[src/rtl/axi_master_if_if.sv]
// rtl/axi_master_if_if.sv - AXI channel bundle between the accelerator master port and the fabric
interface axi_master_if_if #(
    parameter int masters  = 4,
    parameter int width    = 16,
    parameter int id_bits  = 16,
    parameter int b_size   = 3,
    parameter int len_bits = 8
);
    localparam int data_bits = 8 << b_size;
    localparam int strb_bits = 1 << b_size;

    logic [masters-1:0]   AWMASTER;
    logic [id_bits-1:0]   AWID;
    logic [width-1:0]     AWADDR;
    logic [len_bits-1:0]  AWLEN;
    logic [2:0]           AWSIZE;
    logic [1:0]           AWBURST;
    logic [1:0]           AWLOCK;
    logic [3:0]           AWCACHE;
    logic [2:0]           AWPROT;
    logic                 AWVALID;
    logic                 AWREADY;

    logic [masters-1:0]   WMASTER;
    logic [id_bits-1:0]   WID;
    logic [data_bits-1:0] WDATA;
    logic [strb_bits-1:0] WSTRB;
    logic                 WLAST;
    logic                 WVALID;
    logic                 WREADY;

    logic [masters-1:0]   BMASTER;
    logic [id_bits-1:0]   BID;
    logic [1:0]           BRESP;
    logic                 BVALID;
    logic                 BREADY;

    logic [masters-1:0]   ARMASTER;
    logic [id_bits-1:0]   ARID;
    logic [width-1:0]     ARADDR;
    logic [len_bits-1:0]  ARLEN;
    logic [2:0]           ARSIZE;
    logic [1:0]           ARBURST;
    logic [1:0]           ARLOCK;
    logic [3:0]           ARCACHE;
    logic [2:0]           ARPROT;
    logic                 ARVALID;
    logic                 ARREADY;

    logic [masters-1:0]   RMASTER;
    logic [id_bits-1:0]   RID;
    logic [data_bits-1:0] RDATA;
    logic [1:0]           RRESP;
    logic                 RLAST;
    logic                 RVALID;
    logic                 RREADY;

    modport master (
        output AWMASTER, AWID, AWADDR, AWLEN, AWSIZE, AWBURST, AWLOCK, AWCACHE, AWPROT, AWVALID,
        input  AWREADY,
        output WMASTER, WID, WDATA, WSTRB, WLAST, WVALID,
        input  WREADY,
        input  BMASTER, BID, BRESP, BVALID,
        output BREADY,
        output ARMASTER, ARID, ARADDR, ARLEN, ARSIZE, ARBURST, ARLOCK, ARCACHE, ARPROT, ARVALID,
        input  ARREADY,
        input  RMASTER, RID, RDATA, RRESP, RLAST, RVALID,
        output RREADY
    );

    modport slave (
        input  AWMASTER, AWID, AWADDR, AWLEN, AWSIZE, AWBURST, AWLOCK, AWCACHE, AWPROT, AWVALID,
        output AWREADY,
        input  WMASTER, WID, WDATA, WSTRB, WLAST, WVALID,
        output WREADY,
        output BMASTER, BID, BRESP, BVALID,
        input  BREADY,
        input  ARMASTER, ARID, ARADDR, ARLEN, ARSIZE, ARBURST, ARLOCK, ARCACHE, ARPROT, ARVALID,
        output ARREADY,
        output RMASTER, RID, RDATA, RRESP, RLAST, RVALID,
        input  RREADY
    );
endinterface

[src/rtl/axi_master_if.sv]
// rtl/axi_master_if.sv - single-outstanding AXI INCR burst master with local command/data streams
module axi_master_if #(
    parameter int masters    = 4,
    parameter int master_num = 0,
    parameter int width      = 16,
    parameter int id_bits    = 16,
    parameter int b_size     = 3,
    parameter int len_bits   = 8
) (
    input  logic                      ACLK,
    input  logic                      ARESETn,
    input  logic                      CMD_VALID,
    output logic                      CMD_READY,
    input  logic                      CMD_WRITE,
    input  logic [width-1:0]          CMD_ADDR,
    input  logic [len_bits-1:0]       CMD_LEN,
    input  logic [(8<<b_size)-1:0]    WD_DATA,
    input  logic [(1<<b_size)-1:0]    WD_STRB,
    input  logic                      WD_VALID,
    output logic                      WD_READY,
    output logic [(8<<b_size)-1:0]    RD_DATA,
    output logic                      RD_LAST,
    output logic                      RD_VALID,
    input  logic                      RD_READY,
    output logic                      DONE,
    output logic                      ERROR,
    axi_master_if_if.master           bus
);
    localparam logic [masters-1:0] own_master = masters'(1) << master_num;

    typedef enum logic [2:0] {S_IDLE, S_AW, S_W, S_B, S_AR, S_R, S_FIN} state_t;

    state_t              state_q, state_d;
    logic [width-1:0]    addr_q, addr_d;
    logic [len_bits-1:0] len_q, len_d;
    logic [id_bits-1:0]  id_q, id_d;
    logic [id_bits-1:0]  id_cnt_q, id_cnt_d;
    logic [len_bits:0]   cnt_q, cnt_d;
    logic                err_q, err_d;
    logic                beat_last;

    always_ff @(posedge ACLK) begin
        if (!ARESETn) begin
            state_q  <= S_IDLE;
            addr_q   <= '0;
            len_q    <= '0;
            id_q     <= '0;
            id_cnt_q <= '0;
            cnt_q    <= '0;
            err_q    <= 1'b0;
        end else begin
            state_q  <= state_d;
            addr_q   <= addr_d;
            len_q    <= len_d;
            id_q     <= id_d;
            id_cnt_q <= id_cnt_d;
            cnt_q    <= cnt_d;
            err_q    <= err_d;
        end
    end

    always_comb begin
        state_d  = state_q;
        addr_d   = addr_q;
        len_d    = len_q;
        id_d     = id_q;
        id_cnt_d = id_cnt_q;
        cnt_d    = cnt_q;
        err_d    = err_q;
        beat_last = (cnt_q == {1'b0, len_q});

        CMD_READY = 1'b0;
        WD_READY  = 1'b0;
        RD_DATA   = '0;
        RD_LAST   = 1'b0;
        RD_VALID  = 1'b0;
        DONE      = 1'b0;
        ERROR     = 1'b0;

        bus.AWMASTER = '0;  bus.AWID    = '0;  bus.AWADDR  = '0;  bus.AWLEN  = '0;
        bus.AWSIZE   = '0;  bus.AWBURST = '0;  bus.AWLOCK  = '0;  bus.AWCACHE = '0;
        bus.AWPROT   = '0;  bus.AWVALID = 1'b0;
        bus.WMASTER  = '0;  bus.WID     = '0;  bus.WDATA   = '0;  bus.WSTRB  = '0;
        bus.WLAST    = 1'b0; bus.WVALID = 1'b0;
        bus.BREADY   = 1'b0;
        bus.ARMASTER = '0;  bus.ARID    = '0;  bus.ARADDR  = '0;  bus.ARLEN  = '0;
        bus.ARSIZE   = '0;  bus.ARBURST = '0;  bus.ARLOCK  = '0;  bus.ARCACHE = '0;
        bus.ARPROT   = '0;  bus.ARVALID = 1'b0;
        bus.RREADY   = 1'b0;

        case (state_q)
            S_IDLE: begin
                // Gated so the command port reads as busy while reset is held
                CMD_READY = ARESETn;
                if (CMD_VALID) begin
                    addr_d   = CMD_ADDR;
                    len_d    = CMD_LEN;
                    id_d     = id_cnt_q;
                    id_cnt_d = id_cnt_q + 1'b1;
                    cnt_d    = '0;
                    err_d    = 1'b0;
                    state_d  = CMD_WRITE ? S_AW : S_AR;
                end
            end
            S_AW: begin
                bus.AWMASTER = own_master;
                bus.AWID     = id_q;
                bus.AWADDR   = addr_q;
                bus.AWLEN    = len_q;
                bus.AWSIZE   = 3'(b_size);
                bus.AWBURST  = 2'b01;
                bus.AWVALID  = 1'b1;
                if (bus.AWREADY) state_d = S_W;
            end
            S_W: begin
                bus.WMASTER = own_master;
                bus.WID     = id_q;
                bus.WDATA   = WD_DATA;
                bus.WSTRB   = WD_STRB;
                bus.WLAST   = beat_last;
                bus.WVALID  = WD_VALID;
                WD_READY    = bus.WREADY;
                if (WD_VALID && bus.WREADY) begin
                    cnt_d = cnt_q + 1'b1;
                    if (beat_last) state_d = S_B;
                end
            end
            S_B: begin
                bus.BREADY = 1'b1;
                if (bus.BVALID) begin
                    err_d   = (bus.BRESP != 2'b00) || (bus.BID != id_q) || (bus.BMASTER != own_master);
                    state_d = S_FIN;
                end
            end
            S_AR: begin
                bus.ARMASTER = own_master;
                bus.ARID     = id_q;
                bus.ARADDR   = addr_q;
                bus.ARLEN    = len_q;
                bus.ARSIZE   = 3'(b_size);
                bus.ARBURST  = 2'b01;
                bus.ARVALID  = 1'b1;
                if (bus.ARREADY) state_d = S_R;
            end
            S_R: begin
                RD_VALID   = bus.RVALID;
                RD_DATA    = bus.RDATA;
                RD_LAST    = bus.RLAST;
                bus.RREADY = RD_READY;
                if (bus.RVALID && RD_READY) begin
                    cnt_d = cnt_q + 1'b1;
                    if ((bus.RRESP != 2'b00) || (bus.RID != id_q) ||
                        (bus.RMASTER != own_master) || (bus.RLAST != beat_last))
                        err_d = 1'b1;
                    // A premature RLAST terminates the burst; the flag above reports it
                    if (beat_last || bus.RLAST) state_d = S_FIN;
                end
            end
            S_FIN: begin
                DONE    = 1'b1;
                ERROR   = err_q;
                err_d   = 1'b0;
                state_d = S_IDLE;
            end
            default: state_d = S_IDLE;
        endcase
    end
endmodule

[src/flat_wrapper.sv]
// flat-port wrapper written by rule: the top's interface ports become plain ports
module axi_master_if_flat 
#(
    parameter int masters    = 4,
    parameter int master_num = 0,
    parameter int width      = 16,
    parameter int id_bits    = 16,
    parameter int b_size     = 3,
    parameter int len_bits   = 8
)
  (ACLK, ARESETn, CMD_VALID, CMD_READY, CMD_WRITE, CMD_ADDR, CMD_LEN, WD_DATA, WD_STRB, WD_VALID, WD_READY, RD_DATA, RD_LAST, RD_VALID, RD_READY, DONE, ERROR, bus_AWMASTER, bus_AWID, bus_AWADDR, bus_AWLEN, bus_AWSIZE, bus_AWBURST, bus_AWLOCK, bus_AWCACHE, bus_AWPROT, bus_AWVALID, bus_AWREADY, bus_WMASTER, bus_WID, bus_WDATA, bus_WSTRB, bus_WLAST, bus_WVALID, bus_WREADY, bus_BMASTER, bus_BID, bus_BRESP, bus_BVALID, bus_BREADY, bus_ARMASTER, bus_ARID, bus_ARADDR, bus_ARLEN, bus_ARSIZE, bus_ARBURST, bus_ARLOCK, bus_ARCACHE, bus_ARPROT, bus_ARVALID, bus_ARREADY, bus_RMASTER, bus_RID, bus_RDATA, bus_RRESP, bus_RLAST, bus_RVALID, bus_RREADY);
  axi_master_if_if #(.masters(masters), .width(width), .id_bits(id_bits), .b_size(b_size), .len_bits(len_bits)) bus_i ();
  input  logic ACLK;
  input  logic ARESETn;
  input  logic CMD_VALID;
  output logic CMD_READY;
  input  logic CMD_WRITE;
  input  logic [width-1:0] CMD_ADDR;
  input  logic [len_bits-1:0] CMD_LEN;
  input  logic [(8<<b_size)-1:0] WD_DATA;
  input  logic [(1<<b_size)-1:0] WD_STRB;
  input  logic WD_VALID;
  output logic WD_READY;
  output logic [(8<<b_size)-1:0] RD_DATA;
  output logic RD_LAST;
  output logic RD_VALID;
  input  logic RD_READY;
  output logic DONE;
  output logic ERROR;
  output wire logic [$bits(bus_i.AWMASTER)-1:0] bus_AWMASTER;
  output wire logic [$bits(bus_i.AWID)-1:0] bus_AWID;
  output wire logic [$bits(bus_i.AWADDR)-1:0] bus_AWADDR;
  output wire logic [$bits(bus_i.AWLEN)-1:0] bus_AWLEN;
  output wire logic [$bits(bus_i.AWSIZE)-1:0] bus_AWSIZE;
  output wire logic [$bits(bus_i.AWBURST)-1:0] bus_AWBURST;
  output wire logic [$bits(bus_i.AWLOCK)-1:0] bus_AWLOCK;
  output wire logic [$bits(bus_i.AWCACHE)-1:0] bus_AWCACHE;
  output wire logic [$bits(bus_i.AWPROT)-1:0] bus_AWPROT;
  output wire logic [$bits(bus_i.AWVALID)-1:0] bus_AWVALID;
  input wire logic [$bits(bus_i.AWREADY)-1:0] bus_AWREADY;
  output wire logic [$bits(bus_i.WMASTER)-1:0] bus_WMASTER;
  output wire logic [$bits(bus_i.WID)-1:0] bus_WID;
  output wire logic [$bits(bus_i.WDATA)-1:0] bus_WDATA;
  output wire logic [$bits(bus_i.WSTRB)-1:0] bus_WSTRB;
  output wire logic [$bits(bus_i.WLAST)-1:0] bus_WLAST;
  output wire logic [$bits(bus_i.WVALID)-1:0] bus_WVALID;
  input wire logic [$bits(bus_i.WREADY)-1:0] bus_WREADY;
  input wire logic [$bits(bus_i.BMASTER)-1:0] bus_BMASTER;
  input wire logic [$bits(bus_i.BID)-1:0] bus_BID;
  input wire logic [$bits(bus_i.BRESP)-1:0] bus_BRESP;
  input wire logic [$bits(bus_i.BVALID)-1:0] bus_BVALID;
  output wire logic [$bits(bus_i.BREADY)-1:0] bus_BREADY;
  output wire logic [$bits(bus_i.ARMASTER)-1:0] bus_ARMASTER;
  output wire logic [$bits(bus_i.ARID)-1:0] bus_ARID;
  output wire logic [$bits(bus_i.ARADDR)-1:0] bus_ARADDR;
  output wire logic [$bits(bus_i.ARLEN)-1:0] bus_ARLEN;
  output wire logic [$bits(bus_i.ARSIZE)-1:0] bus_ARSIZE;
  output wire logic [$bits(bus_i.ARBURST)-1:0] bus_ARBURST;
  output wire logic [$bits(bus_i.ARLOCK)-1:0] bus_ARLOCK;
  output wire logic [$bits(bus_i.ARCACHE)-1:0] bus_ARCACHE;
  output wire logic [$bits(bus_i.ARPROT)-1:0] bus_ARPROT;
  output wire logic [$bits(bus_i.ARVALID)-1:0] bus_ARVALID;
  input wire logic [$bits(bus_i.ARREADY)-1:0] bus_ARREADY;
  input wire logic [$bits(bus_i.RMASTER)-1:0] bus_RMASTER;
  input wire logic [$bits(bus_i.RID)-1:0] bus_RID;
  input wire logic [$bits(bus_i.RDATA)-1:0] bus_RDATA;
  input wire logic [$bits(bus_i.RRESP)-1:0] bus_RRESP;
  input wire logic [$bits(bus_i.RLAST)-1:0] bus_RLAST;
  input wire logic [$bits(bus_i.RVALID)-1:0] bus_RVALID;
  output wire logic [$bits(bus_i.RREADY)-1:0] bus_RREADY;
  assign bus_AWMASTER = bus_i.AWMASTER;
  assign bus_AWID = bus_i.AWID;
  assign bus_AWADDR = bus_i.AWADDR;
  assign bus_AWLEN = bus_i.AWLEN;
  assign bus_AWSIZE = bus_i.AWSIZE;
  assign bus_AWBURST = bus_i.AWBURST;
  assign bus_AWLOCK = bus_i.AWLOCK;
  assign bus_AWCACHE = bus_i.AWCACHE;
  assign bus_AWPROT = bus_i.AWPROT;
  assign bus_AWVALID = bus_i.AWVALID;
  assign bus_i.AWREADY = bus_AWREADY;
  assign bus_WMASTER = bus_i.WMASTER;
  assign bus_WID = bus_i.WID;
  assign bus_WDATA = bus_i.WDATA;
  assign bus_WSTRB = bus_i.WSTRB;
  assign bus_WLAST = bus_i.WLAST;
  assign bus_WVALID = bus_i.WVALID;
  assign bus_i.WREADY = bus_WREADY;
  assign bus_i.BMASTER = bus_BMASTER;
  assign bus_i.BID = bus_BID;
  assign bus_i.BRESP = bus_BRESP;
  assign bus_i.BVALID = bus_BVALID;
  assign bus_BREADY = bus_i.BREADY;
  assign bus_ARMASTER = bus_i.ARMASTER;
  assign bus_ARID = bus_i.ARID;
  assign bus_ARADDR = bus_i.ARADDR;
  assign bus_ARLEN = bus_i.ARLEN;
  assign bus_ARSIZE = bus_i.ARSIZE;
  assign bus_ARBURST = bus_i.ARBURST;
  assign bus_ARLOCK = bus_i.ARLOCK;
  assign bus_ARCACHE = bus_i.ARCACHE;
  assign bus_ARPROT = bus_i.ARPROT;
  assign bus_ARVALID = bus_i.ARVALID;
  assign bus_i.ARREADY = bus_ARREADY;
  assign bus_i.RMASTER = bus_RMASTER;
  assign bus_i.RID = bus_RID;
  assign bus_i.RDATA = bus_RDATA;
  assign bus_i.RRESP = bus_RRESP;
  assign bus_i.RLAST = bus_RLAST;
  assign bus_i.RVALID = bus_RVALID;
  assign bus_RREADY = bus_i.RREADY;
  axi_master_if #(.masters(masters), .master_num(master_num), .width(width), .id_bits(id_bits), .b_size(b_size), .len_bits(len_bits)) u_core (.ACLK(ACLK), .ARESETn(ARESETn), .CMD_VALID(CMD_VALID), .CMD_READY(CMD_READY), .CMD_WRITE(CMD_WRITE), .CMD_ADDR(CMD_ADDR), .CMD_LEN(CMD_LEN), .WD_DATA(WD_DATA), .WD_STRB(WD_STRB), .WD_VALID(WD_VALID), .WD_READY(WD_READY), .RD_DATA(RD_DATA), .RD_LAST(RD_LAST), .RD_VALID(RD_VALID), .RD_READY(RD_READY), .DONE(DONE), .ERROR(ERROR), .bus(bus_i));
endmodule
[config.mk]
export PLATFORM = sky130hd
export DESIGN_NAME = axi_master_if_flat
export DESIGN_NICKNAME = d
export VERILOG_FILES = /design/src/rtl/axi_master_if_if.sv /design/src/rtl/axi_master_if.sv /design/src/flat_wrapper.sv
export SDC_FILE = /design/constraint.sdc
export NUM_CORES = 1
export LEC_CHECK = 0
export ABC_AREA = 1
export BUFFER_PORTS_ARGS = -buffer_cell sky130_fd_sc_hd__buf_2
export CELL_PAD_IN_SITES_DETAIL_PLACEMENT = 1
export CELL_PAD_IN_SITES_GLOBAL_PLACEMENT = 1
export CORE_AREA = 2 2 192 194
export CTS_CLUSTER_SIZE = 20
export DETAILED_ROUTE_END_ITERATION = 7
export DIE_AREA = 0 0 194 196
export GPL_TIMING_DRIVEN = 1
export PLACE_DENSITY_LB_ADDON = 0.12
export SLEW_MARGIN = 0
export SYNTH_ARGS = -nofsm -noshare
export SYNTH_HDL_FRONTEND = slang
export SYNTH_SLANG_ARGS = --single-unit
[constraint.sdc]
create_clock -name ACLK -period 4.1 [get_ports ACLK]
set_input_delay 0.205 -clock ACLK [delete_from_list [all_inputs] [get_ports ACLK]]
set_output_delay 0.205 -clock ACLK [all_outputs]
set_load 0.03 [all_outputs]
=== Yosys cells after proc, flatten, opt, wreduce, memory -nomap -nowiden ===
Cells that the tools add are included.

* Flip-flop bits (word level): 69
* Input bits: 216
* Logic and storage cells: 95

* Add/sub/neg operators: 2
* Equal/unequal tests: 21
* Multiplexer cells: 48
* Reduce and logical (&&, ||, !) cells: 17

{| class="wikitable"
|+ Operators with widths
! kind !! number
|-
| 64-bit two-way mux || 2
|-
| 16-bit two-way mux || 5
|-
| 16-bit != test || 2
|-
| 3-bit two-way mux || 9
|-
| 9-bit two-way mux || 3
|-
| 9-bit one-hot mux with 3 select lines || 1
|-
| 8-bit two-way mux || 3
|-
| 1-bit two-way mux || 21
|-
| 3-bit one-hot mux with 6 select lines || 1
|-
| 16-bit by 1-bit adder with 16-bit output (second input constant) || 1
|-
| 2-bit by 1-bit != test with 1-bit output (second input constant) || 5
|-
| 9-bit by 1-bit adder with 9-bit output (second input constant) || 1
|-
| 3-bit == test (second input constant) || 3
|-
| 9-bit by 8-bit == test with 1-bit output || 1
|-
| 2-bit != test (second input constant) || 4
|-
| 4-bit by 1-bit != test with 1-bit output (second input constant) || 2
|-
| 8-bit AND reduction || 1
|-
| 3-bit by 2-bit == test with 1-bit output (second input constant) || 2
|-
| 1-bit logical OR || 6
|-
| 5-bit AND reduction || 1
|-
| 2-bit two-way mux || 2
|-
| 1-bit one-hot mux with 4 select lines || 1
|-
| 4-bit AND reduction || 1
|-
| 2-bit nonzero test || 2
|-
| other kinds (7) || 8
|}

=== Logic depth before layout (Yosys ltp) ===
* Depth in word-level cells: 7
* Mapped depth: 15

=== Worst setup path before layout ===
No wires, ideal clock.

* Kind: register -> output
* Start: register u_core.state_q[2]
* End: output port WD_READY
* Arrival time: 1.660 ns
* Path slack: 2.235 ns
* Stages on the path, launching flop included: 8
* Cells stage by stage: dfxtp_1 -> inv_2 -> nand2_1 -> nor2_4 -> inv_1 -> clkbuf_1 -> buf_2 -> nor2_1

* Word-level cells in the longest chain between the ends: 2

{| class="wikitable"
|+ Ends and longest elaborated chain
! item !! RTL line !! source
|-
| from (decl) || axi_master_if.sv:33 || <nowiki>state_t state_q, state_d;</nowiki>
|-
| from (signal assigned) || axi_master_if.sv:52 || <nowiki>state_q <= state_d;</nowiki>
|-
| 3-bit by 2-bit == test with 1-bit output || axi_master_if.sv:91 || <nowiki>case (state_q)</nowiki>
|-
| 1-bit two-way mux || axi_master_if.sv:91 ||
|-
| to (decl) || flat_wrapper.sv:23 || <nowiki>output logic WD_READY;</nowiki>
|}

No other way between the ends.

=== Worst setup path in the final report ===
* Start: register u_core.state_q[2]
* End: output port bus_WDATA[57]

* Word-level cells in the longest chain between the ends: 2

{| class="wikitable"
|+ Ends and longest elaborated chain
! item !! RTL line !! source
|-
| 3-bit by 2-bit == test with 1-bit output || axi_master_if.sv:91 ||
|-
| 64-bit two-way mux || axi_master_if.sv:91 ||
|-
| to (decl) || flat_wrapper.sv:43 || <nowiki>output wire logic [$bits(bus_i.WDATA)-1:0] bus_WDATA;</nowiki>
|}

No other way between the ends.

==> flow_summary.ini <==
[pwr]
power_density_nw_per_um2 = 483
vdd_drop_max_mv = 0.191
p_total_mw = 4.10
p_leak_nw = 5.24

[routing]
drt_iter0_markers = 186
via_count = 7301
antenna_left = 0
wl_per_cell_um = 16.5
drc_errors = 0
drt_pass1_iterations = 4
wl_um = 31700
routed_via_density = 3.81

[critical_path]
required_ns = 3.89
crit_fanout = 56
worstSetupStartpointType = flop
rrSetupSlack_ns = 1.89
crit_path_end_kind = output pin
crit_type = reg -> out
cp.arrival_ns = 2.43

[clock_network]
clockRootBuffer = clkbuf_16
cts_resized = 0
numCtsBuffers = 9
postCtsSetupBuffers = 0
ctsHtreeMaxLevel = 3
cts_tree = done
hold_buffers = 0
clockBufferDepth = 2
clk_latency_ns = 0.34
clock-sinks = 69
clk_pin_slew_ns = 0.06

[placement]
dp_slack_ns = 1.77
dp_hpwl_um = 26700
portBuffers = 468
gp_congestion = 0.805
postPlaceCellArea_sq_um = 8160

[sta]
period_minus_slack_ns = 2.63
timing.fmax_ghz = 0.380
setup_viol_count_final = 0
period_share = 0.642
rsz0062_at_grt = no
finClkSkew_ns = 0.0125
finalMaxSlewViolations = 0
fin_ws_ns = 1.47
tightest_slew_ns = 0.935
tns_ns = 0
holdWs_ns = 0.141
hold_viol = 0
slew_headroom = 0.374

[finish]
nets = 1661
final_cell_area_sq_um = 8490
final_cell_mix = 468 x buf_2, 295 x nor2_1, 235 x inv_1
drive_above_1_share = 0.356
syn2layout_area_growth_pct = 52.9
fillers = 4767
layout_commonest_cell = buf_2

[global_routing]
grt_pass1_wl_um = 46700
grt_antenna_before_repair = 7
overflow = 0
grt_pass1_vias = 7436
grt_use_total = 0.161
grt_max_degree = 57

[die]
fp-row-count = 70
coreArea_sq_um = 36100
start_util = 0.154
die_h_um = 196
ios = 500
die-area_sq_um = 38000
fp.dieW_um = 194

[synth]
syn_area_sq_um = 5550
ys_types = 40
synth_cells = 1008
syn_avg_cell_area_sq_um = 5.51
yosys.area.top_type = dfxtp_1
ys.flop_type = dfxtp_1
synth-seq-cells = 69
ys_async_sr_fraction = 0
synth_top_area_share = 0.249
yosysSeqAreaShare = 0.249
yosysWarnings = 0
synth_area_leaders = dfxtp_1 25%, nor2_1 20%, inv_1 16%
synth_edf_count = 0

[outcome]
status = completed

[run]
drv_cap = 0

[worst_hold_path]
hp-class = in -> reg
==> flip-flops by register name, summed over array words and instances (netlist names) <==
register,cells
u_core.err_q,1
u_core.id_cnt_q,16
u_core.cnt_q,9
u_core.id_q,16
u_core.state_q,3
u_core.addr_q,16
u_core.len_q,8
==> critical path, cell delays in order (launching register included) <==
cell and delay [ns]:
dfxtp_1 0.45, inv_2 0.13, nand2_1 0.14, nor2_4 0.07, inv_4 0.52, buf_4 0.47
nor2_1 0.09, buf_2 0.19
==> metal layers <==
| layer | track usage | vias up | share of wire |
|---|---|---|---|
| li1 | - | 3723 | - |
| met1 | 0.185 | 3318 | 0.41 |
| met2 | 0.301 | 216 | 0.52 |
| met3 | 0.0354 | 36 | 0.053 |
| met4 | 0.0401 | 8 | 0.017 |
| met5 | 0 | - | 0.0016 |
==> layout make-up <==
class	instances	area, sq um	share of cell area
multi-input cells	650	2920	0.344
repair buffers	472	2370	0.279
flip-flops and latches	69	1380	0.163
inverters	240	906	0.107
well taps	468	586	0.0690
clock buffers	10	239	0.0281
clock inverters	5	83.8	0.00987
diodes	2	5.00	0.000589
==> power by group <==
part | internal (mW) | switching (mW) | total, mW
logic | 0.586 | 1.74 | 2.32
clock network | 0.548 | 0.319 | 0.867
registers | 0.806 | 0.101 | 0.907
total | 1.94 | 2.16 | 4.10
==> kinds of logic after synthesis <==
group,after synthesis,share of synthesized area
and+or+nand+nor,482,0.359
AOI/OAI and AO/OA,114,0.106
xor gates and xnor gates,20,0.0315
other,1,0.000675
DFF,69,0.249
adders and majority gates,3,0.00676
buffers and inverters,319,0.247
==> synthesized netlist by cell type (all sizes together), types with 7 or more instances <==
master / n
a21oi: 56
buf: 57
clkbuf: 22
dfxtp: 69
inv: 239
nand2: 137
nand3: 23
nor2: 305
o21ai: 53
xnor2: 13
xor2: 7
==> per-stage QoR <==
| stage | instances | utilization |
|---|---|---|
| final | 1916 | 0.235 |
| after global routing | 1916 | 0.235 |
| after CTS | 1914 | 0.235 |
| after detailed placement | 1899 | 0.226 |
| after global placement | 1899 | 0.226 |
| after floorplan | 1038 | - |
==> worst paths after layout <==
check,from,to,cells past startpoint
setup / recovery,u_core.state_q[2],bus_WDATA[57],7
hold / removal,CMD_ADDR[3],u_core.addr_q[3],3
hold reg to reg,u_core.addr_q[6],u_core.addr_q[6],2
setup reg to reg,u_core.state_q[0],u_core.state_q[2],7
Power figures use the tool's default switching activity.
